--- src/rtl/branch_predictor_pkg.sv ---
// Shared types and constants for the BTB + PHT next-PC predictor.
// Counter encoding, reset counter value and index-width helper.
package bp_pkg;

   localparam logic [1:0] SNT = 2'd0;
   localparam logic [1:0] WNT = 2'd1;
   localparam logic [1:0] WT  = 2'd2;
   localparam logic [1:0] ST  = 2'd3;

   localparam logic [1:0] CNT_RST = WNT;

   // Width-independent part of a BTB entry; tag/target widths are
   // fixed by the instantiating module's parameters.
   typedef struct packed {
      logic valid;
      logic is_cond;
   } btb_ctrl_t;

   function automatic int unsigned idx_width(input int unsigned entries);
      return $clog2(entries);
   endfunction

endpackage

--- src/rtl/branch_predictor_pht_table.sv ---
// Pattern history table: 2-bit saturating counters, one read port,
// one write port, synchronous reset of every counter to WNT.
module pht_table
   import bp_pkg::*;
#(
   parameter int unsigned ENTRIES = 32,
   localparam int unsigned IDX_W = idx_width(ENTRIES)
) (
   input  logic             clk,
   input  logic             reset,
   input  logic [IDX_W-1:0] rd_idx,
   output logic [1:0]       rd_cnt,
   input  logic             wr_en,
   input  logic [IDX_W-1:0] wr_idx,
   input  logic             wr_taken
);

   logic [1:0] cnt_q [ENTRIES];
   logic [1:0] cnt_d [ENTRIES];
   logic [1:0] wr_cur;

   assign rd_cnt = cnt_q[rd_idx];
   assign wr_cur = cnt_q[wr_idx];

   always_comb begin
      cnt_d = cnt_q;
      if (reset) begin
         for (int i = 0; i < int'(ENTRIES); i++) begin
            cnt_d[i] = CNT_RST;
         end
      end else if (wr_en) begin
         if (wr_taken && wr_cur != ST) begin
            cnt_d[wr_idx] = wr_cur + 2'd1;
         end else if (!wr_taken && wr_cur != SNT) begin
            cnt_d[wr_idx] = wr_cur - 2'd1;
         end
      end
   end

   always_ff @(posedge clk) begin
      cnt_q <= cnt_d;
   end

endmodule

--- src/rtl/branch_predictor.sv ---
// IF-stage next-PC predictor: direct-mapped BTB plus 2-bit PHT.
// Define BRANCH_PREDICTOR_GSHARE_EN for a gshare-indexed PHT.
module branch_predictor
   import bp_pkg::*;
#(
   parameter int unsigned XLEN     = 32,
   parameter int unsigned ENTRIES  = 32,
   parameter int unsigned GHR_BITS = 5
) (
   input  logic            clk,
   input  logic            reset,
   input  logic [XLEN-1:0] if_pc,
   output logic            pred_taken,
   output logic [XLEN-1:0] pred_target,
   output logic [XLEN-1:0] pred_next_pc,
   input  logic            update_valid,
   input  logic [XLEN-1:0] update_pc,
   input  logic            update_is_cond,
   input  logic            update_taken,
   input  logic [XLEN-1:0] update_target
);

   localparam int unsigned IDX_W = idx_width(ENTRIES);
   localparam int unsigned TAG_W = XLEN - IDX_W - 2;

   typedef struct packed {
      btb_ctrl_t         ctrl;
      logic [TAG_W-1:0]  tag;
      logic [XLEN-1:0]   target;
   } btb_entry_t;

   btb_entry_t btb_q [ENTRIES];
   btb_entry_t btb_d [ENTRIES];
   btb_entry_t rd_ent;

   logic [IDX_W-1:0] rd_idx;
   logic [IDX_W-1:0] wr_idx;
   logic [IDX_W-1:0] rd_pidx;
   logic [IDX_W-1:0] wr_pidx;
   logic [TAG_W-1:0] rd_tag;
   logic [TAG_W-1:0] wr_tag;
   logic [1:0]       pht_cnt;
   logic             hit;
   logic             pht_wr;
   logic             unused_ok;

   assign rd_idx = if_pc[IDX_W+1:2];
   assign rd_tag = if_pc[XLEN-1:IDX_W+2];
   assign wr_idx = update_pc[IDX_W+1:2];
   assign wr_tag = update_pc[XLEN-1:IDX_W+2];

   assign pht_wr = update_valid && update_is_cond && !reset;

`ifdef BRANCH_PREDICTOR_GSHARE_EN
   logic [GHR_BITS-1:0] ghr_q;
   logic [GHR_BITS-1:0] ghr_d;

   always_comb begin
      ghr_d = ghr_q;
      if (reset) begin
         ghr_d = '0;
      end else if (update_valid && update_is_cond) begin
         ghr_d = {ghr_q[GHR_BITS-2:0], update_taken};
      end
   end

   always_ff @(posedge clk) begin
      ghr_q <= ghr_d;
   end

   // Write index uses the history before this cycle's shift.
   assign rd_pidx   = rd_idx ^ IDX_W'(ghr_q);
   assign wr_pidx   = wr_idx ^ IDX_W'(ghr_q);
   assign unused_ok = ^{if_pc[1:0], update_pc[1:0]};
`else
   assign rd_pidx   = rd_idx;
   assign wr_pidx   = wr_idx;
   assign unused_ok = ^{if_pc[1:0], update_pc[1:0], 1'(GHR_BITS)};
`endif

   pht_table #(
      .ENTRIES (ENTRIES)
   ) u_pht (
      .clk      (clk),
      .reset    (reset),
      .rd_idx   (rd_pidx),
      .rd_cnt   (pht_cnt),
      .wr_en    (pht_wr),
      .wr_idx   (wr_pidx),
      .wr_taken (update_taken)
   );

   assign rd_ent = btb_q[rd_idx];
   assign hit    = rd_ent.ctrl.valid && (rd_ent.tag == rd_tag);

   assign pred_taken   = !reset && hit &&
                         (!rd_ent.ctrl.is_cond || pht_cnt >= WT);
   assign pred_target  = hit ? rd_ent.target : '0;
   assign pred_next_pc = pred_taken ? pred_target : if_pc + XLEN'(4);

   // Only taken control flow allocates; the illegal not-taken
   // unconditional update therefore touches nothing.
   always_comb begin
      btb_d = btb_q;
      if (reset) begin
         for (int i = 0; i < int'(ENTRIES); i++) begin
            btb_d[i].ctrl.valid = 1'b0;
         end
      end else if (update_valid && update_taken) begin
         btb_d[wr_idx].ctrl.valid   = 1'b1;
         btb_d[wr_idx].ctrl.is_cond = update_is_cond;
         btb_d[wr_idx].tag          = wr_tag;
         btb_d[wr_idx].target       = update_target;
      end
   end

   always_ff @(posedge clk) begin
      btb_q <= btb_d;
   end

endmodule
--- config.mk ---
export PLATFORM = sky130hd
export DESIGN_NAME = branch_predictor
export DESIGN_NICKNAME = d
export VERILOG_FILES = /design/src/rtl/branch_predictor_pkg.sv /design/src/rtl/branch_predictor_pht_table.sv /design/src/rtl/branch_predictor.sv
export SDC_FILE = /design/constraint.sdc
export NUM_CORES = 2
export LEC_CHECK = 0
export BUFFER_PORTS_ARGS = -buffer_cell sky130_fd_sc_hd__buf_2
export CORE_ASPECT_RATIO = 0.5
export CORE_UTILIZATION = 40
export CTS_CLUSTER_SIZE = 10
export DETAILED_ROUTE_END_ITERATION = 16
export PLACE_DENSITY = 0.59
export SLEW_MARGIN = 10
export SYNTH_ARGS = -nofsm -noshare
export SYNTH_HDL_FRONTEND = slang
export SYNTH_SLANG_ARGS = --single-unit
--- constraint.sdc ---
create_clock -name clk -period 8.95 [get_ports clk]
set_clock_uncertainty 0.1 [all_clocks]
set_input_delay 2.2375 -clock clk [delete_from_list [all_inputs] [get_ports clk]]
set_output_delay 2.2375 -clock clk [all_outputs]
set_load 0.01 [all_outputs]
# After elaboration in Yosys (flattened, before gate mapping)
# Cells that the tools add are included.
[word_totals]
register_bits = 1952
latchBits = 0
ramBits = 0
romBits = 0
input_bits = 101
memories = 0
[op_classes]
add_sub_neg = 3
n_mul = 0
div = 0
magnitude_cmp = 4
eq_ne = 2
shifts = 0
muxes = 29
n_bitwise = 3
reduce_logical = 17
[ops]
columns = ["cell", "n"]
rows = [
  ["$bwmux W1888", 4],
  ["$demux W59 S5", 4],
  ["$bmux W59 S5", 1],
  ["$mux W59", 3],
  ["$bwmux W64", 2],
  ["$mux W64", 2],
  ["$mux W32", 3],
  ["$mux W58", 1],
  ["$mux W57", 1],
  ["$add A32 B3 Y32 const B", 1],
  ["$eq A25 B25 Y1", 1],
  ["$bmux W2 S5", 2],
  ["$ge A6 B6 Y1 const B", 2],
  ["$not A5 Y6", 2],
  ["$demux W2 S5", 1],
  ["$mux W2", 5],
  ["$logic_and A1 B1 Y1", 9],
  ["$lt A6 B1 Y1 const B", 1],
  ["$reduce_and A2 Y1", 2],
  ["$reduce_bool A2 Y1", 2],
  ["$logic_not A1 Y1", 3],
  ["$add A2 B1 Y2 const B", 1],
  ["$ge A2 B2 Y1 const B", 1],
  ["$ne A2 B2 Y1 const B", 1],
  ["other kinds (3)", 3],
]

# Logic depth before layout (Yosys ltp)
[logic_depth]
ltp_word = 9
mapped_depth = 16

# Cells and area by module
# Synthesis repeated with hierarchy kept, for this count alone.
[hier_totals]
cells_unflattened = 4949
hier_area_um2 = 84767.5
[by_module_without_submodules]
columns = ["mod", "n_inst", "cells_per_inst", "area_each_um2", "seq_area_each_um2"]
rows = [
  ["branch_predictor", 1, 4544, 80781.2, 56374.1],
  ["pht_table", 1, 405, 3986.3, 1281.2],
]

# Worst setup path after synthesis
# Ideal clock, no wire load.
[synth_path]
path_kind = "in2reg"
startpoint = "input port update_pc[2]"
endpoint = "register btb_q[1062] in the netlist's numbering, enable pin"
setup_ns = 0.548
t_arrival_ns = 7.795
required_time_ns = 8.302
path_slack_ns = 0.507
path_stages = 6
path_cell_list = "clkbuf_1 > clkbuf_1 > nand2_1 > or2_2 > clkbuf_1 > nor3_1"
[synth_rtl]
columns = ["element", "line_no", "text"]
rows = [
  ["start: declaration", "branch_predictor.sv:17", "input logic [XLEN-1:0] update_pc,"],
  ["end signal: assignment", "branch_predictor.sv:118", "btb_q <= btb_d;"],
  ["end: declaration", "branch_predictor.sv:32", "btb_entry_t btb_q [ENTRIES];"],
]

# Worst setup path after layout
[layout_path]
startpoint = "input port if_pc[2]"
endpoint = "output port pred_next_pc[4]"
[layout_between]
elab_chain_len = 9
elab_cells_between_ends = 17
classes_between = "add/sub (1); order compare (1); eq/ne (1); mux (8); bitwise (1); reduce/logical (5)"
[layout_lines]
columns = ["element", "line_no", "text"]
rows = [
  ["start: declaration", "branch_predictor.sv:12", "input logic [XLEN-1:0] if_pc,"],
  ["$not A5 Y6 (implied by the code)", "branch_predictor_pht_table.sv:22, branch_predictor.sv:93", ""],
  ["$bmux W59 S5", "branch_predictor.sv:93", "assign rd_ent = btb_q[rd_idx];"],
  ["$mux W59 (implied by the code) (2 in a row)", "branch_predictor.sv:93", ""],
  ["$eq A25 B25 Y1", "branch_predictor.sv:94", "assign hit = rd_ent.ctrl.valid && (rd_ent.tag == rd_tag);"],
  ["$logic_and A1 B1 Y1", "branch_predictor.sv:94", ""],
  ["$logic_and A1 B1 Y1 (2 in a row)", "branch_predictor.sv:96", "assign pred_taken = !reset && hit &&"],
  ["$mux W32 *", "branch_predictor.sv:99", "assign pred_next_pc = pred_taken ? pred_target : if_pc + XLEN'(4);"],
  ["end: declaration", "branch_predictor.sv:15", "output logic [XLEN-1:0] pred_next_pc,"],
]
# Mark *: on every way between the ends. The rest lies on a longest branch, timed or not. The select of a mux whose other input is x is not followed.

==> flow_summary.json <==
{
  "cts_tree": "yes",
  "yosys.area.top_type": "edfxtp_1",
  "start_util_pct": 40.4,
  "setup_viol": 0,
  "synthMuxAreaShare_pct": 15.8,
  "h-tree-depth": 4,
  "root_buffer": "clkbuf_16",
  "hold_depth": 1,
  "path_cells": "buf_8 > mux4_1 > a22o_1 > a2111oi_1 > a21oi_1 > xor2_1 > nor4_2 > and3_1 > nand4_4 > buf_4 > mux2i_1 > buf_2",
  "regArea_um2": 57700,
  "cts_resized": 0,
  "drc": 0,
  "holdBufCountCts": 0,
  "fin_crit_sh_pct": 94.9,
  "slew_headroom_pct": 19.4,
  "yosysWarnings": 0,
  "synth-compound-area-share_pct": 2.35,
  "wl_per_cell_um": 32.4,
  "required_ps": 6610,
  "ys_top_cells_by_area": "edfxtp_1 (66%), mux4_2 (13%), and3_1 (7.7%)",
  "syn_to_final_growth_pct": 11.4,
  "clock.fmax_mhz": 118,
  "arrival_ps": 6160,
  "async_flop_share_pct": 0,
  "powerDensity_nw_per_um2": 201,
  "grt_pass1_wl_um": 357000,
  "coreArea_um2": 208000,
  "synthSimpleGateAreaFrac_pct": 9.71,
  "layout_min_cycle_time_ps": 8500,
  "crit_fanout": 35,
  "die_x_um": 650,
  "cap_violations": 0,
  "io_buffers": 163,
  "grt.total_usage_pct": 23.4,
  "reg2regPathDepth": 11,
  "status": "completed",
  "detail-route-antenna-nets": 0,
  "layout_commonest_cell": "edfxtp_1",
  "dieHeight_um": 326,
  "antenna_found_initial": 20,
  "die_area_um2": 212000,
  "timing.rr.end": "u_pht.cnt_q[21]",
  "drtPass1Iterations": 6,
  "drt_iter0_markers": 6010,
  "multi_input_area_um2": 24200,
  "syn_avg_cell_area_um2": 17.1,
  "startpoint_type": "primary input",
  "clk_path_buf_depth": 4,
  "yosysTopAreaCellShare_pct": 66.3,
  "placed_area_um2": 87800,
  "crit_start": "if_pc[2]",
  "insertion_delay_ps": 850,
  "rows": 118,
  "grt_max_degree": 258,
  "crit_type": "primary input to output pin",
  "synth_nets": 5030,
  "routed_wl_um": 252000,
  "hp-class": "register to register",
  "clk_pin_slew_worst_paths_ps": 50,
  "grt_pass1_vias": 48397,
  "ir_drop_uv": 151,
  "finalHoldViolCount": 0,
  "tns_ps": 0,
  "finalWeightedCongestion": 0.858,
  "io_pins": 166,
  "ys_seq_area_share_pct": 68.6,
  "max_stage_delay_ps": 650,
  "synth-edff-count": 1856,
  "leakagePower_nw": 31.8,
  "via_per_inst": 6.22,
  "synth_area_um2": 84100,
  "regToRegSetupSlack_ps": 4200,
  "rsz0062_at_grt": "no",
  "synth_adder_area_share_pct": 0.0447,
  "r2r-start": "u_pht.cnt_q[0]",
  "final_nets": 5063,
  "synth_seq_cells": 1952,
  "overflow": 0,
  "num_vias": 48300,
  "ys.flop_type": "edfxtp_1",
  "cts_setup_buffers": 0,
  "total_power_mw": 18.8,
  "yosysUniqueCellTypes": 67,
  "end_kind": "output pin",
  "worst_path_max_delay_cell": "mux4_1",
  "final_cell_mix": "edfxtp_1 (1856), and3_1 (1033), mux4_2 (487)",
  "slew_violations": 0,
  "layout-drive-gt1-share_pct": 22.8,
  "tightestPinTransition_ps": 1210,
  "crit_end": "pred_next_pc[4]",
  "finish.instance_area_um2": 93700,
  "cts_buffers": 221,
  "synth_top_family_by_area": "multiplexers",
  "place_hpwl_um": 129000,
  "syn_inst": 4926,
  "synth_xor_area_share_pct": 0.560,
  "clkSinkCount": 1952,
  "fill_cells": 17750
}
[worst min path at each step]
stage	start	to	slack, ps
5_1_grt	btb_q[1002]	btb_q[1002]	370
4_1_cts	btb_q[1592]	btb_q[1592]	350
3_3_place_gp	btb_q[353]	btb_q[353]	330
6_report	btb_q[884]	btb_q[884]	350
2_1_floorplan	btb_q[1061]	btb_q[1061]	320
3_5_place_dp	btb_q[1592]	btb_q[1592]	340
[registers in the layout, indices dropped and copies added (netlist names)]
| signal | cells |
|---|---|
| u_pht.cnt_q | 64 |
| btb_q | 1888 |
[layout make-up]
type / instances / share of cell area, %
flip-flops and latches: 1952 / 61.6
multi-input cells: 2426 / 25.9
clock buffers: 261 / 6.20
well taps: 2760 / 3.69
repair buffers: 346 / 2.58
inverters: 12 / 0.0508
clock inverters: 4 / 0.0267
diodes: 5 / 0.0134
[routing by layer]
layer | GRT usage (%) | vias up | wire (µm) | part of all wire (%)
met1 | 32.4 | 25834 | 103000 | 41
met5 | 0 | - | 0 | 0
met2 | 38.2 | 2299 | 120000 | 48
met4 | 6.36 | 0 | 7140 | 2.8
met3 | 4.39 | 432 | 21800 | 8.7
li1 | - | 19735 | - | -
[per-stage QoR]
stage          hold slack (ps)  setup WS [ps]  util [%]  cells
6_report                   349            454      45.1   7766
3_3_place_gp               328            513      42.2   7496
2_1_floorplan              321            507         -   4926
4_1_cts                    352            433      45.0   7761
5_1_grt                    367            275      45.0   7763
3_5_place_dp               338            455      42.2   7496
[synthesized netlist by cell type, types with 3 or more instances]
cell type / number
a2111oi_2: 5
a21o_1: 33
a21oi_1: 49
a221oi_1: 18
a22o_1: 12
a22oi_1: 41
and2_1: 5
and3_1: 1034
buf_1: 12
buf_12: 4
buf_2: 59
buf_4: 12
buf_6: 25
clkbuf_1: 417
clkbuf_4: 4
dfxtp_1: 96
edfxtp_1: 1856
ha_1: 3
inv_1: 11
mux2_2: 3
mux2i_1: 211
mux4_1: 7
mux4_2: 487
nand2_1: 93
nand2b_1: 5
nand3_1: 32
nand4_1: 15
nor2_1: 137
nor2b_1: 25
nor3_1: 24
nor4_1: 4
o211ai_1: 23
o21ai_0: 15
o221ai_1: 33
o22ai_1: 10
o311ai_0: 12
or2_2: 5
xnor2_1: 27
xor2_1: 23
[logic make-up (layout without fill, tap and decap cells)]
logic type      count (synthesis)  in the layout
other cells                     0              5
flops                        1952           1952
simple gates                 1397           1397
mux                           708            708
xor+xnor                       52             52
buf+inv                       548            623
compound gates                266            266
fa+ha+maj                       3              3
[power breakdown]
| part | total (mW) | switching, mW | internal, mW |
|---|---|---|---|
| Clock | 7.85 | 3.38 | 4.47 |
| Sequential | 9.97 | 0.00774 | 9.96 |
| Combinational | 0.961 | 0.663 | 0.298 |
| Total | 18.8 | 4.05 | 14.7 |
[worst max-delay path, delay by kind of cell]
| kind | cells | cell delay (ps) |
|---|---|---|
| AND/OR/NAND/NOR | 3 | 760 |
| buffers and inverters | 3 | 780 |
| XOR/XNOR | 1 | 230 |
| multiplexers | 2 | 900 |
| AO/OA/AOI/OAI | 3 | 1050 |
(Power assumes the default switching activity.)
